<file path="src/rtl/sonar_pkg.sv">
// Shared types and defaults for the sonar ranging engine.
package sonar_pkg;

  typedef enum logic [2:0] {
    IDLE,
    TRIG,
    WAIT_ECHO,
    MEASURE,
    DONE
  } state_e;

  localparam int unsigned DEF_US_PER_MM    = 6;
  localparam int unsigned DEF_MAX_MM       = 4000;
  localparam int unsigned DEF_ECHO_WAIT_US = 30_000;

  function automatic int unsigned clks_per_us(input int unsigned clk_freq);
    return clk_freq / 1_000_000;
  endfunction

endpackage

</file>
<file path="src/rtl/us_tick_gen.sv">
// Prescaler emitting a one-cycle pulse every DIV clocks; clr restarts the count.
module us_tick_gen #(
  parameter int unsigned DIV = 12
) (
  input  logic clock,
  input  logic reset,
  input  logic clr,
  output logic tick
);

  localparam int unsigned CW = (DIV > 1) ? $clog2(DIV) : 1;
  localparam logic [CW-1:0] LAST = CW'(DIV - 1);

  logic [CW-1:0] cnt_q, cnt_d;

  always_comb begin
    tick  = (cnt_q == LAST);
    cnt_d = tick ? '0 : cnt_q + 1'b1;
    if (clr) cnt_d = '0;
  end

  always_ff @(posedge clock) begin
    if (reset) cnt_q <= '0;
    else       cnt_q <= cnt_d;
  end

endmodule

</file>
<file path="src/rtl/sonar_ranger.sv">
// Ultrasonic ranging engine: periodic trigger, echo timing, width-to-mm conversion
// by counting, with a valid/error strobe per measurement.
module sonar_ranger
  import sonar_pkg::*;
#(
  parameter int unsigned CLK_FREQ     = 12_000_000,
  parameter int unsigned TRIG_US      = 10,
  parameter int unsigned PERIOD_MS    = 100,
  parameter int unsigned US_PER_MM    = DEF_US_PER_MM,
  parameter int unsigned ECHO_WAIT_US = DEF_ECHO_WAIT_US,
  parameter int unsigned MAX_MM       = DEF_MAX_MM,
  parameter int unsigned DIST_W       = 13
) (
  input  logic              clock,
  input  logic              reset,
  input  logic              sonarecho,
  output logic              sonartrigger,
  output logic [DIST_W-1:0] distance_mm,
  output logic              dist_valid,
  output logic              dist_error,
  output logic              busy
);

  localparam int unsigned CLKS_US = clks_per_us(CLK_FREQ);
  localparam int unsigned US_TOP  = (TRIG_US > ECHO_WAIT_US) ? TRIG_US : ECHO_WAIT_US;
  localparam int unsigned UW      = $clog2(US_TOP + 1);
  localparam int unsigned SW      = $clog2(US_PER_MM + 1);
  localparam int unsigned PW      = $clog2(PERIOD_MS + 1);

  localparam logic [UW-1:0]     TRIG_LAST = UW'(TRIG_US - 1);
  localparam logic [UW-1:0]     ECHO_LAST = UW'(ECHO_WAIT_US - 1);
  localparam logic [SW-1:0]     SUB_LAST  = SW'(US_PER_MM - 1);
  localparam logic [PW-1:0]     PER_LAST  = PW'(PERIOD_MS - 1);
  localparam logic [9:0]        MS_LAST   = 10'd999;
  localparam logic [DIST_W-1:0] MAX_D     = DIST_W'(MAX_MM);

  state_e            state_q, state_d;
  logic              echo_s1_q, echo_s2_q, echo_s3_q;
  logic [9:0]        ms_sub_q, ms_sub_d;
  logic [PW-1:0]     period_cnt_q, period_cnt_d;
  logic              period_due_q, period_due_d;
  logic [UW-1:0]     us_cnt_q, us_cnt_d;
  logic [SW-1:0]     mm_sub_q, mm_sub_d;
  logic [DIST_W-1:0] mm_cnt_q, mm_cnt_d;
  logic [DIST_W-1:0] dist_q, dist_d;
  logic              trig_q, trig_d;
  logic              valid_q, valid_d;
  logic              err_q, err_d;
  logic              busy_q, busy_d;

  logic us_tick, us_clr, ms_wrap, period_wrap, echo_rise, echo_fall;

  us_tick_gen #(
    .DIV(CLKS_US)
  ) u_us_tick (
    .clock(clock),
    .reset(reset),
    .clr  (us_clr),
    .tick (us_tick)
  );

  assign echo_rise = echo_s2_q & ~echo_s3_q;
  assign echo_fall = ~echo_s2_q & echo_s3_q;

  always_comb begin
    ms_sub_d     = ms_sub_q;
    ms_wrap      = 1'b0;
    period_cnt_d = period_cnt_q;
    period_wrap  = 1'b0;
    if (us_tick) begin
      if (ms_sub_q == MS_LAST) begin
        ms_sub_d = '0;
        ms_wrap  = 1'b1;
      end else begin
        ms_sub_d = ms_sub_q + 1'b1;
      end
    end
    if (ms_wrap) begin
      if (period_cnt_q == PER_LAST) begin
        period_cnt_d = '0;
        period_wrap  = 1'b1;
      end else begin
        period_cnt_d = period_cnt_q + 1'b1;
      end
    end
    // A single pending flag: wraps while busy defer the trigger but never stack.
    period_due_d = period_due_q | period_wrap;

    state_d  = state_q;
    us_cnt_d = us_cnt_q;
    mm_sub_d = mm_sub_q;
    mm_cnt_d = mm_cnt_q;
    dist_d   = dist_q;
    valid_d  = 1'b0;
    err_d    = 1'b0;
    us_clr   = 1'b0;

    unique case (state_q)
      IDLE: begin
        if (period_due_q) begin
          state_d      = TRIG;
          period_due_d = 1'b0;
          us_clr       = 1'b1;
          us_cnt_d     = '0;
        end
      end
      TRIG: begin
        if (us_tick) begin
          if (us_cnt_q == TRIG_LAST) begin
            state_d  = WAIT_ECHO;
            us_cnt_d = '0;
          end else begin
            us_cnt_d = us_cnt_q + 1'b1;
          end
        end
      end
      WAIT_ECHO: begin
        if (echo_rise) begin
          state_d  = MEASURE;
          us_clr   = 1'b1;
          mm_sub_d = '0;
          mm_cnt_d = '0;
        end else if (us_tick) begin
          if (us_cnt_q == ECHO_LAST) begin
            state_d = DONE;
            err_d   = 1'b1;
            dist_d  = MAX_D;
          end else begin
            us_cnt_d = us_cnt_q + 1'b1;
          end
        end
      end
      MEASURE: begin
        if (us_tick) begin
          if (mm_sub_q == SUB_LAST) begin
            mm_sub_d = '0;
            mm_cnt_d = mm_cnt_q + 1'b1;
          end else begin
            mm_sub_d = mm_sub_q + 1'b1;
          end
        end
        // The tick landing on the fall cycle still counts, so a fall that
        // coincides with reaching MAX_MM reports a good MAX_MM result.
        if (echo_fall) begin
          state_d = DONE;
          valid_d = 1'b1;
          dist_d  = mm_cnt_d;
        end else if (mm_cnt_d == MAX_D) begin
          state_d = DONE;
          err_d   = 1'b1;
          dist_d  = MAX_D;
        end
      end
      DONE: state_d = IDLE;
      default: state_d = IDLE;
    endcase

    trig_d = (state_d == TRIG);
    busy_d = (state_d == TRIG) || (state_d == WAIT_ECHO) || (state_d == MEASURE);
  end

  always_ff @(posedge clock) begin
    if (reset) begin
      state_q      <= IDLE;
      echo_s1_q    <= 1'b0;
      echo_s2_q    <= 1'b0;
      echo_s3_q    <= 1'b0;
      ms_sub_q     <= '0;
      period_cnt_q <= '0;
      period_due_q <= 1'b1;
      us_cnt_q     <= '0;
      mm_sub_q     <= '0;
      mm_cnt_q     <= '0;
      dist_q       <= '0;
      trig_q       <= 1'b0;
      valid_q      <= 1'b0;
      err_q        <= 1'b0;
      busy_q       <= 1'b0;
    end else begin
      state_q      <= state_d;
      echo_s1_q    <= sonarecho;
      echo_s2_q    <= echo_s1_q;
      echo_s3_q    <= echo_s2_q;
      ms_sub_q     <= ms_sub_d;
      period_cnt_q <= period_cnt_d;
      period_due_q <= period_due_d;
      us_cnt_q     <= us_cnt_d;
      mm_sub_q     <= mm_sub_d;
      mm_cnt_q     <= mm_cnt_d;
      dist_q       <= dist_d;
      trig_q       <= trig_d;
      valid_q      <= valid_d;
      err_q        <= err_d;
      busy_q       <= busy_d;
    end
  end

  assign sonartrigger = trig_q;
  assign distance_mm  = dist_q;
  assign dist_valid   = valid_q;
  assign dist_error   = err_q;
  assign busy         = busy_q;

endmodule

</file>
<file path="config.mk">
export PLATFORM = sky130hd
export DESIGN_NAME = sonar_ranger
export DESIGN_NICKNAME = d
export VERILOG_FILES = /design/src/rtl/sonar_pkg.sv /design/src/rtl/us_tick_gen.sv /design/src/rtl/sonar_ranger.sv
export SDC_FILE = /design/constraint.sdc
export NUM_CORES = 1
export LEC_CHECK = 0
export ABC_CLOCK_PERIOD_IN_PS = 3150
export BUFFER_PORTS_ARGS = -buffer_cell sky130_fd_sc_hd__buf_2
export CAP_MARGIN = 0
export CORE_AREA = 3 3 85 87
export DETAILED_ROUTE_END_ITERATION = 12
export DIE_AREA = 0 0 88 90
export GPL_TIMING_DRIVEN = 0
export PLACE_DENSITY = 0.78
export SETUP_SLACK_MARGIN = 0.05
export SLEW_MARGIN = 20
export SYNTH_ARGS = -nofsm -noshare
export SYNTH_HDL_FRONTEND = slang
export SYNTH_HIERARCHICAL = 1
export SYNTH_SLANG_ARGS = --single-unit
export TNS_END_PERCENT = 50
</file>
<file path="constraint.sdc">
create_clock -name clock -period 3.15 [get_ports clock]
set_input_delay 0.63 -clock clock [delete_from_list [all_inputs] [get_ports clock]]
set_output_delay 0.63 -clock clock [all_outputs]
set_load 0.02 [all_outputs]
</file>
==> results of run 1 <==
==> flip-flops by register name (all words and copies together) (netlist names), 3 cells and up <==
| register | flops |
|---|---|
| distance_mm | 13 |
| mm_cnt_q | 13 |
| mm_sub_q | 3 |
| ms_sub_q | 10 |
| period_cnt_q | 7 |
| state_q | 3 |
| u_us_tick/cnt_q | 4 |
| us_cnt_q | 15 |
==> layer usage <==
layer | GRT usage | share of wire | vias to the layer above
met5 | 0 | 0 | -
met4 | 0.0959 | 0.020 | 0
met3 | 0.0375 | 0.051 | 21
met2 | 0.366 | 0.47 | 112
met1 | 0.323 | 0.46 | 1661
li1 | - | - | 1751
==> synth_stat cells, types with 7 or more instances <==
cell type,number,share of area
o21ai_0,27,0.034
clkbuf_1,13,0.012
xnor2_1,15,0.033
nand2_1,39,0.037
nand3_1,12,0.015
nand4_1,11,0.017
or3_1,8,0.013
a21oi_1,37,0.047
nor2_1,56,0.053
xor2_1,12,0.027
dfxtp_1,76,0.39
nor3_1,11,0.014
nand2b_1,8,0.013
o31a_1,7,0.016
nor4_1,10,0.016
inv_1,19,0.018
==> path summary, 6_finish.rpt <==
kind	start	endpoint	slack, ns
max	u_us_tick/cnt_q[0]$_SDFF_PP0_	distance_mm[11]$_SDFFE_PP0P_	0.51
min	echo_s1_q$_SDFF_PP0_	echo_s2_q$_SDFF_PP0_	0.44
max reg2reg	u_us_tick/cnt_q[0]$_SDFF_PP0_	distance_mm[11]$_SDFFE_PP0P_	0.51
min reg2reg	echo_s1_q$_SDFF_PP0_	echo_s2_q$_SDFF_PP0_	0.44
==> cell families after synthesis <==
| kind of cell | Yosys count |
|---|---|
| flops | 76 |
| fa+ha+maj | 6 |
| xor+xnor | 28 |
| mux | 4 |
| simple gates | 204 |
| buf+inv | 45 |
| compound gates | 107 |
==> cell usage in the layout (no fill, tap or decap), types with 11 or more instances in the layout <==
| cell | count |
|---|---|
| nor3_1 | 11 |
| xnor2_1 | 15 |
| nand2_1 | 39 |
| a21oi_1 | 37 |
| nand3_1 | 12 |
| buf_2 | 24 |
| clkbuf_1 | 14 |
| xor2_1 | 12 |
| nand4_1 | 11 |
| inv_1 | 19 |
| nor2_1 | 56 |
| o21ai_0 | 27 |
| dfxtp_1 | 76 |
==> layout make-up <==
cell class                 instances  area [µm²]  share of cell area
sequential                        76        1520               0.350
inverter                          20        75.1              0.0173
multi-input combinational        349        2210               0.508
timing repair buffer              19        95.1              0.0219
clock inverter                     5        75.1              0.0173
buffer                            25         135              0.0311
clock buffer                      11         141              0.0325
tap                               77        96.3              0.0222
==> power groups by stage <==
stage	sequential (mW)	combinational (mW)	clock, mW
CTS	0.979	0.0975	0.841
finish	0.979	0.0972	0.819
global route	0.981	0.110	0.885
detailed placement	1.00	0.0960	0
floorplan	1.00	0.0665	0
global placement	1.00	0.0937	0
==> stage by stage <==
step / std cells / hold slack, ns / cell area (µm²)
2_1_floorplan: 470 / 0.414 / 3940
4_1_cts: 582 / 0.446 / 4350
6_report: 582 / 0.442 / 4350
3_5_place_dp: 566 / 0.428 / 4130
5_1_grt: 582 / 0.475 / 4350
3_3_place_gp: 566 / 0.418 / 4130
==> flow_summary.json, run 1 <==
{
  "tightest_slew_ns": 0.833,
  "synth_area_per_cell_um2": 8.38,
  "syn-num-nets": 479,
  "cts.path.max_buffers": 2,
  "fp.dieW_um": 88,
  "synthXorXnorAreaFrac": 0.0641,
  "postCtsSetupBuffers": 0,
  "synthFlopType": "dfxtp_1",
  "hold_class": "reg -> reg",
  "core_um2": 6420,
  "worstSetupPathType": "reg -> reg",
  "crit_path_max_fanout": 10,
  "reg2reg_depth": 10,
  "root_buffer": "clkbuf_8",
  "p_seq_frac": 0.517,
  "routed_wl_mm": 8.85,
  "dieArea_um2": 7920,
  "setup_viol": 0,
  "period_needed_ns": 2.64,
  "post_cts_resized": 0,
  "synthSimpleGateAreaFrac": 0.285,
  "swShare": 0.226,
  "start_util": 0.613,
  "max_clock_freq_mhz": 379,
  "postRouteAntennaNets": 0,
  "avgRoutedWirePerCell_um": 15.2,
  "pin_count": 20,
  "grt_pass1_wl_mm": 15.2,
  "crit_arrival_ns": 2.88,
  "cts_hold_buf": 0,
  "critical_path_depth": 10,
  "power_mw": 1.90,
  "antenna_cells": 0,
  "setup_ws_ns": 0.514,
  "rsz0062_at_grt": "false",
  "clkTransAtPathRegs_ns": 0.08,
  "antenna_found_initial": 0,
  "internal_power_mw": 1.47,
  "fin_setup_tns_ns": 0,
  "synth_edf_count": 0,
  "netlist_area_um2": 3940,
  "p_clk_frac": 0.432,
  "worst_clock_skew_ns": 0.0126,
  "syn2layout_area_growth_pct": 10.4,
  "gp_congestion": 0.858,
  "peakVddDrop_uv": 232,
  "dpl_worst_slack_ns": 0.548,
  "synth_compound_area_frac": 0.183,
  "yosysWarnings": 6,
  "power.density_nw_per_um2": 436,
  "synth-seq-area-share": 0.386,
  "worstPathRequired_ns": 3.39,
  "htreeDepth": 3,
  "nets": 509,
  "crit_chain": "ha_1 > and3b_1 > buf_4 > nand4b_2 > buf_6 > nor4_1 > nor3_1 > and4_4 > buf_12 > o31a_1",
  "path_buf_inv": 3,
  "leakagePower_nw": 1.59,
  "cts_tree": "done",
  "cp-start-kind": "register",
  "final-max-slew-violation-count": 0,
  "synth_top_family_by_area": "simple AND/OR/NAND/NOR gates",
  "hold_depth": 1,
  "grt_max_degree": 13,
  "grt_pass1_vias": 3300,
  "drc": 0,
  "dr.pass1.iters": 6,
  "async_flop_share": 0,
  "viasPerCell": 6.09,
  "synth_cell_type_count": 60,
  "final_util": 0.677,
  "synthMuxAreaShare": 0.0102,
  "cap_violations": 0,
  "clock_sinks": 76,
  "combPwrFrac": 0.051,
  "status": "completed",
  "worstSkewPairLatency_ns": 0.35,
  "drt_iter0_markers": 197,
  "endpoint_kind": "register",
  "p_switching_uw": 428,
  "dpl.hpwl_mm": 6.29,
  "finalCritPeriodShare": 0.837,
  "fillCellCount": 556,
  "synthAdderAreaFrac": 0.0191,
  "overflow": 0,
  "portBuffers": 19,
  "crit_slowest_cell": "nor4_1",
  "path_delay_family": "simple AND/OR/NAND/NOR gates",
  "num_vias": 3545,
  "rows": 29,
  "max_stage_delay_ns": 0.50,
  "track_usage": 0.236,
  "drive_above_1_share": 0.135,
  "synthCells": 470,
  "ys_ff_latch": 76,
  "finalHoldViolCount": 0,
  "die_h_um": 90,
  "max-slew-margin-rel": 0.442,
  "numCtsBuffers": 9
}
No activity file was read; power rests on OpenSTA's default activity.
==> run 2, diff against run 1 <==
ABC_AREA = 1   (was default)
ABC_CLOCK_PERIOD_IN_PS = 2500   (was 3150)
CORE_AREA = 3 3 87 89   (was 3 3 85 87)
DIE_AREA = 0 0 90 92   (was 0 0 88 90)
clock period = 2.5 ns   (was 3.15 ns; I/O delays follow)
==> flow_summary.json, run 2 <==
{
  "p_clk_frac": 0.429,
  "root_buffer": "clkbuf_8",
  "synth-seq-area-share": 0.364,
  "synth_top_family_by_area": "simple AND/OR/NAND/NOR gates",
  "power.density_nw_per_um2": 523,
  "synthCells": 610,
  "max-slew-margin-rel": 0.598,
  "dpl.hpwl_mm": 6.99,
  "synth_area_per_cell_um2": 6.86,
  "mostFrequentLayoutCells": "131 x nand2_1, 88 x nor2_1, 74 x inv_1, 74 x dfxtp_1, 42 x a21oi_1",
  "synth_edf_count": 0,
  "netlist_area_um2": 4180,
  "postRouteAntennaNets": 0,
  "dr.pass1.iters": 4,
  "portBuffers": 19,
  "async_flop_share": 0,
  "grt_max_degree": 13,
  "hold_class": "in -> reg",
  "clkTransAtPathRegs_ns": 0.08,
  "overflow": 0,
  "largest_register": "us_cnt_q",
  "worst_clock_skew_ns": 0.00736,
  "p_seq_frac": 0.509,
  "status": "completed",
  "grt_pass1_wl_mm": 16.0,
  "leakagePower_nw": 1.97,
  "die_h_um": 92,
  "cp-start-kind": "register",
  "synthMuxAreaShare": 0,
  "track_usage": 0.235,
  "power_mw": 2.45,
  "start_util": 0.612,
  "period_needed_ns": 2.28,
  "worstPathRequired_ns": 2.75,
  "synthFlopType": "dfxtp_1",
  "largest_reg_flops": 15,
  "drt_iter0_markers": 230,
  "yosysMostFrequentCell": "nand2_1",
  "gp_congestion": 0.921,
  "crit_path_max_fanout": 10,
  "core_um2": 6830,
  "num_vias": 3955,
  "worstSkewPairLatency_ns": 0.35,
  "p_switching_uw": 564,
  "swShare": 0.230,
  "synth_cell_type_count": 40,
  "synth_compound_area_frac": 0.109,
  "drc": 0,
  "routed_wl_mm": 9.56,
  "dieArea_um2": 8280,
  "setup_viol": 0,
  "rsz0062_at_grt": "true",
  "ys_top_cells_by_count": "135 x nand2_1, 89 x nor2_1, 76 x dfxtp_1, 75 x inv_1, 42 x a21oi_1",
  "synthTopCellsByArea": "dfxtp_1 36%, nand2_1 12%, nor2_1 8.0%",
  "max_clock_freq_mhz": 438,
  "cts_tree": "done",
  "syn-num-nets": 619,
  "endpoint_kind": "register",
  "clock_sinks": 76,
  "synthSimpleGateAreaFrac": 0.387,
  "peakVddDrop_uv": 363,
  "synthXorXnorAreaFrac": 0.0209,
  "antenna_cells": 0,
  "ys_ff_latch": 76,
  "yosysWarnings": 6,
  "final-max-slew-violation-count": 0,
  "layout_commonest_cell": "nand2_1",
  "cts_hold_buf": 0,
  "worstSetupPathType": "reg -> reg",
  "viasPerCell": 5.32,
  "fillCellCount": 595,
  "fp.dieW_um": 90,
  "internal_power_mw": 1.89,
  "cap_violations": 0,
  "finalCritPeriodShare": 0.913,
  "combPwrFrac": 0.062,
  "crit_arrival_ns": 2.53,
  "synth_top_area_share": 0.364,
  "finalHoldViolCount": 0,
  "rows": 30,
  "fin_setup_tns_ns": 0,
  "post-synth-top-area-cell": "dfxtp_1",
  "avgRoutedWirePerCell_um": 12.9,
  "drive_above_1_share": 0.162,
  "syn2layout_area_growth_pct": 12.1,
  "nets": 652,
  "synthAdderAreaFrac": 0.0179,
  "grt_pass1_vias": 3653,
  "htreeDepth": 3,
  "tightest_slew_ns": 0.603,
  "pin_count": 20,
  "numCtsBuffers": 9,
  "antenna_found_initial": 0,
  "cts.path.max_buffers": 2
}
[run 2: cell types whose count changed after synthesis, moves of 9 or more]
cell / delta
nand3_1: +28
nand2_1: +96
nor2_1: +33
xnor2_1: -9
inv_1: +56
[run 2: final cells by class]
cell class	instances	area [µm²]	share of cell area
multi-input cells	433	2270	0.484
clock inverters	4	72.6	0.0155
repair buffers	22	118	0.0251
flip-flops and latches	76	1530	0.326
plain buffers	18	121	0.0259
clock buffers	11	151	0.0323
well taps	96	120	0.0256
inverters	83	312	0.0665
[run 2: worst paths after layout]
check,start,endpoint,slack (ns),cells after the start
min reg2reg,echo_s1_q$_SDFF_PP0_,echo_s2_q$_SDFF_PP0_,0.42,2
max reg2reg,u_us_tick/cnt_q[0]$_SDFF_PP0_,distance_mm[12]$_SDFFE_PP0P_,0.22,16
min,sonarecho,echo_s1_q$_SDFF_PP0_,0.38,3
max,u_us_tick/cnt_q[0]$_SDFF_PP0_,distance_mm[12]$_SDFFE_PP0P_,0.22,16
[run 2: cells by family (layout without fill, tap and decap cells)]
logic type               after synthesis  after routing
AND/OR/NAND/NOR                      339            339
buffers and inverters                101            138
AO/OA/AOI/OAI                         78             78
flip-flops                            76             76
XOR/XNOR                              10             10
adder cells (fa/ha/maj)                6              6
[run 2: metal layers]
| layer | global-route usage | up-vias | wire (µm) |
|---|---|---|---|
| li1 | - | 2032 | - |
| met1 | 0.285 | 1810 | 4340 |
| met2 | 0.398 | 90 | 4590 |
| met3 | 0.0558 | 23 | 426 |
| met4 | 0.0982 | 0 | 210 |
| met5 | 0 | - | 0 |
[run 2: per-stage QoR]
stage	hold WS, ns	instance area [µm²]	std cells	utilization	setup WS (ns)
after floorplan	0.388	4180	610	-	0.393
after detailed placement	0.414	4400	725	0.644	0.0298
after global placement	0.397	4400	725	0.644	0.0765
after global routing	0.400	4690	743	0.686	0.0476
final	0.381	4690	743	0.686	0.218
after CTS	0.360	4630	740	0.677	0.0517
[run 2: worst max-delay path: stages, from the launching register on]
cell and delay (ns):
dfxtp_4 0.37, ha_4 0.15, nand3_2 0.10, inv_1 0.09, buf_6 0.12, nand3_1 0.06
nor2_1 0.15, nand3_1 0.08, nand2_1 0.15, nand2_1 0.07, nor2_1 0.16, nand2_2 0.08
nor2_4 0.15, nand3_4 0.10, buf_8 0.16, a21oi_2 0.11, nor2_1 0.05
[run 2: power groups by stage]
stage / registers, mW / logic [mW] / clock network, mW
final: 1.25 / 0.153 / 1.05
after global routing: 1.25 / 0.172 / 1.13
after detailed placement: 1.27 / 0.149 / 0
after global placement: 1.27 / 0.146 / 0
after floorplan: 1.27 / 0.105 / 0
after CTS: 1.24 / 0.151 / 1.08
[run 2: timing repair]
item	CTS	global route
pin swaps	0	3
gates cloned	0	0
setup buffers	0	3
gates resized for setup	2	13
setup endpoints to repair	9	40
